### src/rtl/clint_reg_ctrl.sv
// -----------------------------------------------------------------------------
// clint_reg_ctrl
// -----------------------------------------------------------------------------
// Memory-mapped register controller for the CLINT. It owns the machine timer
// (count / mtime), the timer compare value (countcmp / mtimecmp) and the
// software interrupt bit (msip). It serves single-outstanding 32-bit
// load/store requests from the core's peripheral port. It also advances count
// on every trigger_edge tick from the always-on timer while cnt_en is high.
//
// Register map (byte offsets, addr[1:0] ignored):
//   0x0000  msip         bit0 only, other bits read as zero / ignore writes
//   0x4000  countcmp lo
//   0x4004  countcmp hi
//   0xBFF8  count lo
//   0xBFFC  count hi
//   other   writes ignored, reads return 0, rsp_err = 1
//
// Ports:
//   clk          in   core clock
//   rst          in   asynchronous reset, active-high
//   req_valid    in   request present
//   req_ready    out  controller can accept a request (high only in IDLE)
//   req_we       in   1 = write, 0 = read
//   req_addr     in   [ADDR_W-1:0] byte offset
//   req_wdata    in   [31:0] write data
//   req_wstrb    in   [3:0] byte enables for writes
//   rsp_valid    out  response present (high only in RESP)
//   rsp_ready    in   requester takes the response
//   rsp_rdata    out  [31:0] read data (0 on writes and errors)
//   rsp_err      out  unmapped offset
//   cnt_en       in   1 = count runs, 0 = count frozen (debug halt)
//   trigger_edge in   one-cycle tick from the CLINT timer
//   count        out  [63:0] mtime
//   countcmp     out  [63:0] mtimecmp
//   msip         out  [63:0] {63'b0, msip bit}
//   dbg_state    out  current FSM state (0 = IDLE, 1 = RESP)
//
// Handshake: a request transfers on a clock edge where req_valid && req_ready.
// A response transfers on a clock edge where rsp_valid && rsp_ready. While
// rsp_valid is high, rsp_rdata and rsp_err hold steady. rsp_* come only from
// flops and FSM state, so there is no combinational path from req_* to rsp_*.
// -----------------------------------------------------------------------------
module clint_reg_ctrl #(
    parameter int          ADDR_W   = 16,
    parameter logic [63:0] INC_STEP = 64'd1,
    parameter logic [63:0] CMP_RST  = 64'hFFFF_FFFF_FFFF_FFFF
) (
    input  logic              clk,
    input  logic              rst,
    input  logic              req_valid,
    output logic              req_ready,
    input  logic              req_we,
    input  logic [ADDR_W-1:0] req_addr,
    input  logic [31:0]       req_wdata,
    input  logic [3:0]        req_wstrb,
    output logic              rsp_valid,
    input  logic              rsp_ready,
    output logic [31:0]       rsp_rdata,
    output logic              rsp_err,
    input  logic              cnt_en,
    input  logic              trigger_edge,
    output logic [63:0]       count,
    output logic [63:0]       countcmp,
    output logic [63:0]       msip,
    output logic              dbg_state
);

    typedef enum logic {
        ST_IDLE = 1'b0,
        ST_RESP = 1'b1
    } state_t;

    localparam logic [ADDR_W-1:0] A_MSIP   = ADDR_W'(16'h0000);
    localparam logic [ADDR_W-1:0] A_CMP_LO = ADDR_W'(16'h4000);
    localparam logic [ADDR_W-1:0] A_CMP_HI = ADDR_W'(16'h4004);
    localparam logic [ADDR_W-1:0] A_CNT_LO = ADDR_W'(16'hBFF8);
    localparam logic [ADDR_W-1:0] A_CNT_HI = ADDR_W'(16'hBFFC);
    // Clears the byte-lane bits so that any addr[1:0] selects the same word.
    localparam logic [ADDR_W-1:0] WORD_MASK = ~ADDR_W'(3);

    state_t            r_state;
    state_t            w_state_nxt;

    logic [63:0]       r_count;
    logic [63:0]       r_countcmp;
    logic              r_msip;
    logic [31:0]       r_rsp_rdata;
    logic              r_rsp_err;

    logic [ADDR_W-1:0] w_addr_word;
    logic              w_sel_msip;
    logic              w_sel_cmp_lo;
    logic              w_sel_cmp_hi;
    logic              w_sel_cnt_lo;
    logic              w_sel_cnt_hi;
    logic              w_hit;
    logic [31:0]       w_rd_data;
    logic              w_acc;
    logic              w_wr;
    logic              w_tick;

    // Per-byte merge of write data into an existing 32-bit word.
    function automatic logic [31:0] f_merge(
        input logic [31:0] old_word,
        input logic [31:0] new_word,
        input logic [3:0]  strb
    );
        logic [31:0] res;
        res = old_word;
        for (int b = 0; b < 4; b++) begin
            if (strb[b]) begin
                res[b*8 +: 8] = new_word[b*8 +: 8];
            end
        end
        return res;
    endfunction

    // ------------------------------------------------------------------
    // Address decode and read mux (values as they stand at the accept edge)
    // ------------------------------------------------------------------
    always_comb begin
        w_addr_word  = req_addr & WORD_MASK;
        w_sel_msip   = (w_addr_word == A_MSIP);
        w_sel_cmp_lo = (w_addr_word == A_CMP_LO);
        w_sel_cmp_hi = (w_addr_word == A_CMP_HI);
        w_sel_cnt_lo = (w_addr_word == A_CNT_LO);
        w_sel_cnt_hi = (w_addr_word == A_CNT_HI);
        w_hit        = w_sel_msip | w_sel_cmp_lo | w_sel_cmp_hi |
                       w_sel_cnt_lo | w_sel_cnt_hi;

        w_rd_data = 32'h0;
        if (w_sel_msip) begin
            w_rd_data = {31'b0, r_msip};
        end else if (w_sel_cmp_lo) begin
            w_rd_data = r_countcmp[31:0];
        end else if (w_sel_cmp_hi) begin
            w_rd_data = r_countcmp[63:32];
        end else if (w_sel_cnt_lo) begin
            w_rd_data = r_count[31:0];
        end else if (w_sel_cnt_hi) begin
            w_rd_data = r_count[63:32];
        end
    end

    // ------------------------------------------------------------------
    // FSM: state register
    // ------------------------------------------------------------------
    always_ff @(posedge clk or posedge rst) begin
        if (rst) begin
            r_state <= ST_IDLE;
        end else begin
            r_state <= w_state_nxt;
        end
    end

    // ------------------------------------------------------------------
    // FSM: next state and handshake outputs
    // ------------------------------------------------------------------
    always_comb begin
        w_state_nxt = r_state;
        req_ready   = 1'b0;
        rsp_valid   = 1'b0;
        case (r_state)
            ST_IDLE: begin
                req_ready = 1'b1;
                if (req_valid) begin
                    w_state_nxt = ST_RESP;
                end
            end
            ST_RESP: begin
                rsp_valid = 1'b1;
                if (rsp_ready) begin
                    w_state_nxt = ST_IDLE;
                end
            end
            default: begin
                w_state_nxt = ST_IDLE;
            end
        endcase
    end

    assign w_acc  = req_valid && req_ready;
    assign w_wr   = w_acc && req_we;
    assign w_tick = cnt_en && trigger_edge;

    // ------------------------------------------------------------------
    // Response registers: captured at the accept edge, held through RESP,
    // cleared once the response has been taken.
    // ------------------------------------------------------------------
    always_ff @(posedge clk or posedge rst) begin
        if (rst) begin
            r_rsp_rdata <= 32'h0;
            r_rsp_err   <= 1'b0;
        end else if (w_acc) begin
            r_rsp_rdata <= req_we ? 32'h0 : w_rd_data;
            r_rsp_err   <= ~w_hit;
        end else if (rsp_valid && rsp_ready) begin
            r_rsp_rdata <= 32'h0;
            r_rsp_err   <= 1'b0;
        end
    end

    // ------------------------------------------------------------------
    // count: a bus write to either half beats a same-cycle tick. The tick
    // is dropped and the untouched half keeps its old value. The add is
    // a full 64-bit add, so carry crosses halves and all-ones wraps to 0.
    // ------------------------------------------------------------------
    always_ff @(posedge clk or posedge rst) begin
        if (rst) begin
            r_count <= 64'h0;
        end else if (w_wr && w_sel_cnt_lo) begin
            r_count[31:0] <= f_merge(r_count[31:0], req_wdata, req_wstrb);
        end else if (w_wr && w_sel_cnt_hi) begin
            r_count[63:32] <= f_merge(r_count[63:32], req_wdata, req_wstrb);
        end else if (w_tick) begin
            r_count <= r_count + INC_STEP;
        end
    end

    // ------------------------------------------------------------------
    // countcmp
    // ------------------------------------------------------------------
    always_ff @(posedge clk or posedge rst) begin
        if (rst) begin
            r_countcmp <= CMP_RST;
        end else if (w_wr && w_sel_cmp_lo) begin
            r_countcmp[31:0] <= f_merge(r_countcmp[31:0], req_wdata, req_wstrb);
        end else if (w_wr && w_sel_cmp_hi) begin
            r_countcmp[63:32] <= f_merge(r_countcmp[63:32], req_wdata, req_wstrb);
        end
    end

    // ------------------------------------------------------------------
    // msip: only bit0 exists, so only byte lane 0 can change it.
    // ------------------------------------------------------------------
    always_ff @(posedge clk or posedge rst) begin
        if (rst) begin
            r_msip <= 1'b0;
        end else if (w_wr && w_sel_msip && req_wstrb[0]) begin
            r_msip <= req_wdata[0];
        end
    end

    assign rsp_rdata = r_rsp_rdata;
    assign rsp_err   = r_rsp_err;
    assign count     = r_count;
    assign countcmp  = r_countcmp;
    assign msip      = {63'b0, r_msip};
    assign dbg_state = r_state;

endmodule

### config.mk
export PLATFORM = sky130hd
export DESIGN_NAME = clint_reg_ctrl
export DESIGN_NICKNAME = d
export VERILOG_FILES = /design/src/rtl/clint_reg_ctrl.sv
export SDC_FILE = /design/constraint.sdc
export NUM_CORES = 1
export LEC_CHECK = 0
export CAP_MARGIN = 20
export CORE_ASPECT_RATIO = 1.75
export CORE_UTILIZATION = 43
export DETAILED_ROUTE_END_ITERATION = 10
export MAX_ROUTING_LAYER = met4
export PLACE_DENSITY_LB_ADDON = 0.2
export SYNTH_ARGS = -nofsm -noshare
export SYNTH_HDL_FRONTEND = slang
export SYNTH_SLANG_ARGS = --single-unit
### constraint.sdc
create_clock -name clk -period 5.6 [get_ports clk]
set_clock_uncertainty 0.2 [all_clocks]
set_input_delay 1.4 -clock clk [delete_from_list [all_inputs] [get_ports clk]]
set_output_delay 1.4 -clock clk [all_outputs]
set_load 0.05 [all_outputs]
== Word-level counts from Yosys, hierarchy flattened ==
Cells that the tools add are included.
Storage, ports and cells
  flip-flop bits (word level): 163
  input port bits: 59
Cells by class
  add/sub/neg operators: 1
  equality and inequality tests: 13
  muxes and demuxes: 23
  bitwise gates (word level): 8
  reduce and logical (&&, ||, !) cells: 30
Operators with widths (count)
  $mux 32: 11
  $add 64x1->64 const B: 1
  $mux 64: 1
  $reduce_and 3->1: 12
  $mux 8: 4
  $eq 14x13->1 const B: 2
  $eq 14x14->1 const B: 2
  $ne 2x2->1 const B: 9
  $logic_not 16->1: 1
  $logic_and 1x1->1: 10
  $reduce_and 2->1: 4
  $mux 1: 6
  $reduce_bool 2->1: 3
  $not 1->1: 4
  $or 1x1->1: 4
  $pmux 1 s2: 1

== Logic depth before layout (Yosys ltp) ==
  word-level depth: 8
  gate-level depth with buffers: 9
  gate-level depth less buffers: 7

== Worst setup path after synthesis ==
Ideal clock, no wire load.
  path type: input to register
  start point: in req_addr[9]
  end point: reg r_count[17] (netlist: count[17])
  arrival time: 2.999 ns
  path slack: 2.279 ns
  cell stages on the path: 6
  path buffers: 1
  cell sequence: nand4_1 -> or4_1 -> nor3_1 -> buf_2 -> nand2_2 -> o221a_2
On the way
  longest elaborated chain between the ends: 4
  elaborated cells between the ends (all ways): 9
  those cells by class: 4 x eq/ne; 1 x mux; 4 x reduce/logical
RTL lines
  from (decl): line 53  | input logic [ADDR_W-1:0] req_addr,
  $eq 14x14->1 (on tied branches): line 126, 127
  $logic_and 1x1->1 (on tied branches): line 211, 213
  $ne 2x2->1 (no source line) / $reduce_bool 2->1 (equally long branches)
  $reduce_and 3->1 (no source line)
  to (signal assigned): line 212  | r_count[31:0] <= f_merge(r_count[31:0], req_wdata, req_wstrb);
  to (signal assigned): line 216  | r_count <= r_count + INC_STEP;
  to (decl): line 84  | logic [63:0] r_count;
Parallel ways exist; a longest one is shown, timed or not.
A chain may end at the register's enable or synchronous reset.

== Worst setup path after layout ==
  start point: in req_addr[12]
  end point: reg r_countcmp[14] (netlist: countcmp[14])
On the way
  longest elaborated chain between the ends: 3
RTL lines
  $eq 14x13->1: line 124  | w_sel_cmp_lo = (w_addr_word == A_CMP_LO);
  $logic_and 1x1->1: line 226  | end else if (w_wr && w_sel_cmp_lo) begin
  $reduce_and 2->1 (no source line)
  to (signal assigned): line 227  | r_countcmp[31:0] <= f_merge(r_countcmp[31:0], req_wdata, req_wstrb);
  to (decl): line 85  | logic [63:0] r_countcmp;
No other way between the ends.

==> results.yml <==
synthesis:
  synth_compound_area_frac: 0.1712
  synth-simple-area-share: 0.2058
  synth_edf_count: 0
  synth_top_family_by_area: "simple AND/OR/NAND/NOR gates"
  synthFlopType: "dfrtp_1"
  ys_warn_count: 0
  ys_seq_area_frac: 0.4372
  muxShareOfSynthArea: 0.1025
  synth_area_sq_um: 9513
  syn-mean-instance-area_sq_um: 9.619
  ys_types: 66
  synth_seq_cells: 163
  synth_xor_area_frac: 0.0009207
  async_reset_ff_frac: 1.000
  synthAdderAreaFrac: 0.001315
  syn_inst: 989
clock_tree:
  cts.htree.levels: 4
  post_cts_resized: 0
  clk_latency_ns: 0.43
  root_buffer: "clkbuf_16"
  cts_setup_buffers: 0
  cts_tree: "built"
  clock_path_buffers: 2
  cts.sinks: 163
  numCtsBuffers: 17
  hold_buffers: 0
  clk_pin_slew_ns: 0.06
placed_design:
  place_area_sq_um: 11820
  detailed_place_hpwl_um: 25350
  dp_cells: 1474
  place.gp.congestion: 0.9440
  io_buffers: 221
  dpl_worst_slack_ns: 1.125
power_and_ir_drop:
  finalPower_mw: 3.074
  p_leak_nw: 4.957
  p_sw_uw: 901.7
  power_frac_comb: 0.155
  p_clk_frac: 0.433
  netSwitchingFraction: 0.2933
  p_seq_frac: 0.412
  internal_power_mw: 2.172
  ir_drop_uv: 227.6
  power.density_nw_per_um2: 246.4
worst_setup_path:
  cp_max_fo: 8
  rrSetupSlack_ns: 2.46
  crit_start: "req_addr[12]"
  critPathKind: "in2reg"
  path_cells: "clkdlybuf4s50_1 > nor4_1 > nand4_2 > nor3_1 > and2_1 > mux2_2"
  cpMaxStageDelayCell: "nand4_2"
  rr_endpoint: "count[28]"
  required_ns: 5.76
  critical-path-max-stage-delay_ns: 0.54
  worst_setup_path_start_kind: "input port"
  arrival_ns: 4.18
  cp-end-kind: "flop"
  reg2reg_from: "count[0]"
  r2r_cells: 7
  path_buf_inv: 1
  endpoint: "countcmp[14]"
  cp.depth: 6
  cpLargestDelayFamily: "simple AND/OR/NAND/NOR gates"
floorplan:
  die_w_um: 114.4
  pin_count: 287
  initial_utilization: 0.4407
  core_sq_um: 21590
  fp-row-count: 71
  dieArea_sq_um: 22750
  die_h_um: 198.8
timing:
  hold_violations: 0
  final-setup-viol-count: 0
  period_share: 0.7191
  tns_ns: 0
  final.setup.worst_slack_ns: 1.573
  fmax_ghz: 0.2483
  rsz0062_at_grt: "false"
  drv_slew: 0
  period_minus_slack_ns: 4.027
  slew_headroom: 0.3169
  tightest_slew_ns: 1.017
  holdWs_ns: 0.2768
cells_and_area:
  final_util: 0.5779
  area_growth_syn_to_layout_pct: 31.15
  nets: 1261
  diodes: 0
  stdcell_count: 1506
  final_area_sq_um: 12480
  layout_commonest_cell: "clkdlybuf4s50_1"
  layout_common_cells: "clkdlybuf4s50_1 (220), nand2_1 (105), dfrtp_1 (99)"
  layout-drive-gt1-share: 0.1878
route:
  drc: 0
  drt-wirelength-per-cell_um: 23.29
  drtIter0Drc: 832
  dr.pass1.iters: 5
  viasPerCell: 6.057
  via_count: 9122
  routed_wirelength_um: 35080
  antenna_left: 0
grt:
  grt_most_used_layer: "met2"
  met2_usage: 0.5479
  use_met3: 0.03961
  grt_max_degree: 99
  use_met1: 0.3578
  first_global_vias: 8977
  grt.total_usage: 0.3221
  grt_pass1_wl_um: 52880
  grt_overflow: 0
  antenna_found_initial: 0
outcome:
  outcome: "finished, final reports clean"
hold_path:
  hold_path.class: "reg2reg"
  hold_start: "rsp_rdata[22]"
job:
  drv_cap: 0
[power by group through the flow]
stage | clock [mW] | combinational [mW] | sequential, mW
after floorplan | 0 | 0.251 | 1.36
after global placement | 0 | 0.472 | 1.28
after detailed placement | 0 | 0.473 | 1.29
after CTS | 1.35 | 0.475 | 1.27
after global routing | 1.39 | 0.501 | 1.27
final | 1.33 | 0.476 | 1.27
[worst register-to-register path, cell delays in order (launching register included)]
cell     delay (ns)
dfrtp_1        0.47
ha_1           0.26
nand4_1        0.18
nor2_1         0.54
nand2_1        0.38
nor3_1         0.59
nand3_1        0.14
o221a_2        0.27
[routing by layer]
| metal | share of wire | wire length, um | vias up |
|---|---|---|---|
| li1 | - | - | 4028 |
| met1 | 0.35 | 12430 | 4420 |
| met2 | 0.52 | 18190 | 544 |
| met3 | 0.069 | 2410 | 130 |
| met4 | 0.058 | 2046 | 0 |
| met5 | 0 | 0 | - |
[cell families (layout without fill, tap and decap cells)]
group / Yosys count / after routing
compound gates: 242 / 242
flops: 163 / 163
fa+ha+maj: 1 / 1
mux: 87 / 87
xor+xnor: 1 / 1
simple gates: 363 / 363
other cells: 1 / 63
buf+inv: 131 / 294
[final cells by class]
cell class / instances / area [sq um]
fill: 1946 / 9111
multi-input combinational: 757 / 4836
sequential: 163 / 4159
timing repair buffer: 244 / 2392
clock buffer: 23 / 447.9
tap: 292 / 365.4
clock inverter: 9 / 203.9
inverter: 18 / 71.32
[registers in the layout, indices dropped and copies added (netlist names)]
register	cells
rsp_rdata	32
r_msip	1
rsp_err	1
countcmp	64
count	64
dbg_state	1
[synthesized netlist by cell type, types with 24 or more instances]
cell type	number	area share
nor2_1	56	0.022
a222oi_1	28	0.029
nor3_1	32	0.017
buf_4	67	0.053
nand2_1	105	0.041
clkbuf_1	28	0.011
and3_1	24	0.016
nand4_1	28	0.018
dfrtp_1	99	0.26
a21oi_1	47	0.025
dfstp_2	64	0.18
mux2_2	83	0.098
nand3_1	43	0.023
o21ai_0	60	0.032
[how the worst min path moves through the flow]
stage / end / slack, ns / depth (start not counted)
after floorplan: r_msip / 0.30 / 1
after global placement: rsp_err / 0.26 / 2
after detailed placement: rsp_rdata[12] / 0.27 / 2
after CTS: rsp_err / 0.28 / 2
after global routing: rsp_rdata[22] / 0.29 / 2
final: rsp_rdata[22] / 0.28 / 2
No activity file was read; power rests on OpenSTA's default activity.
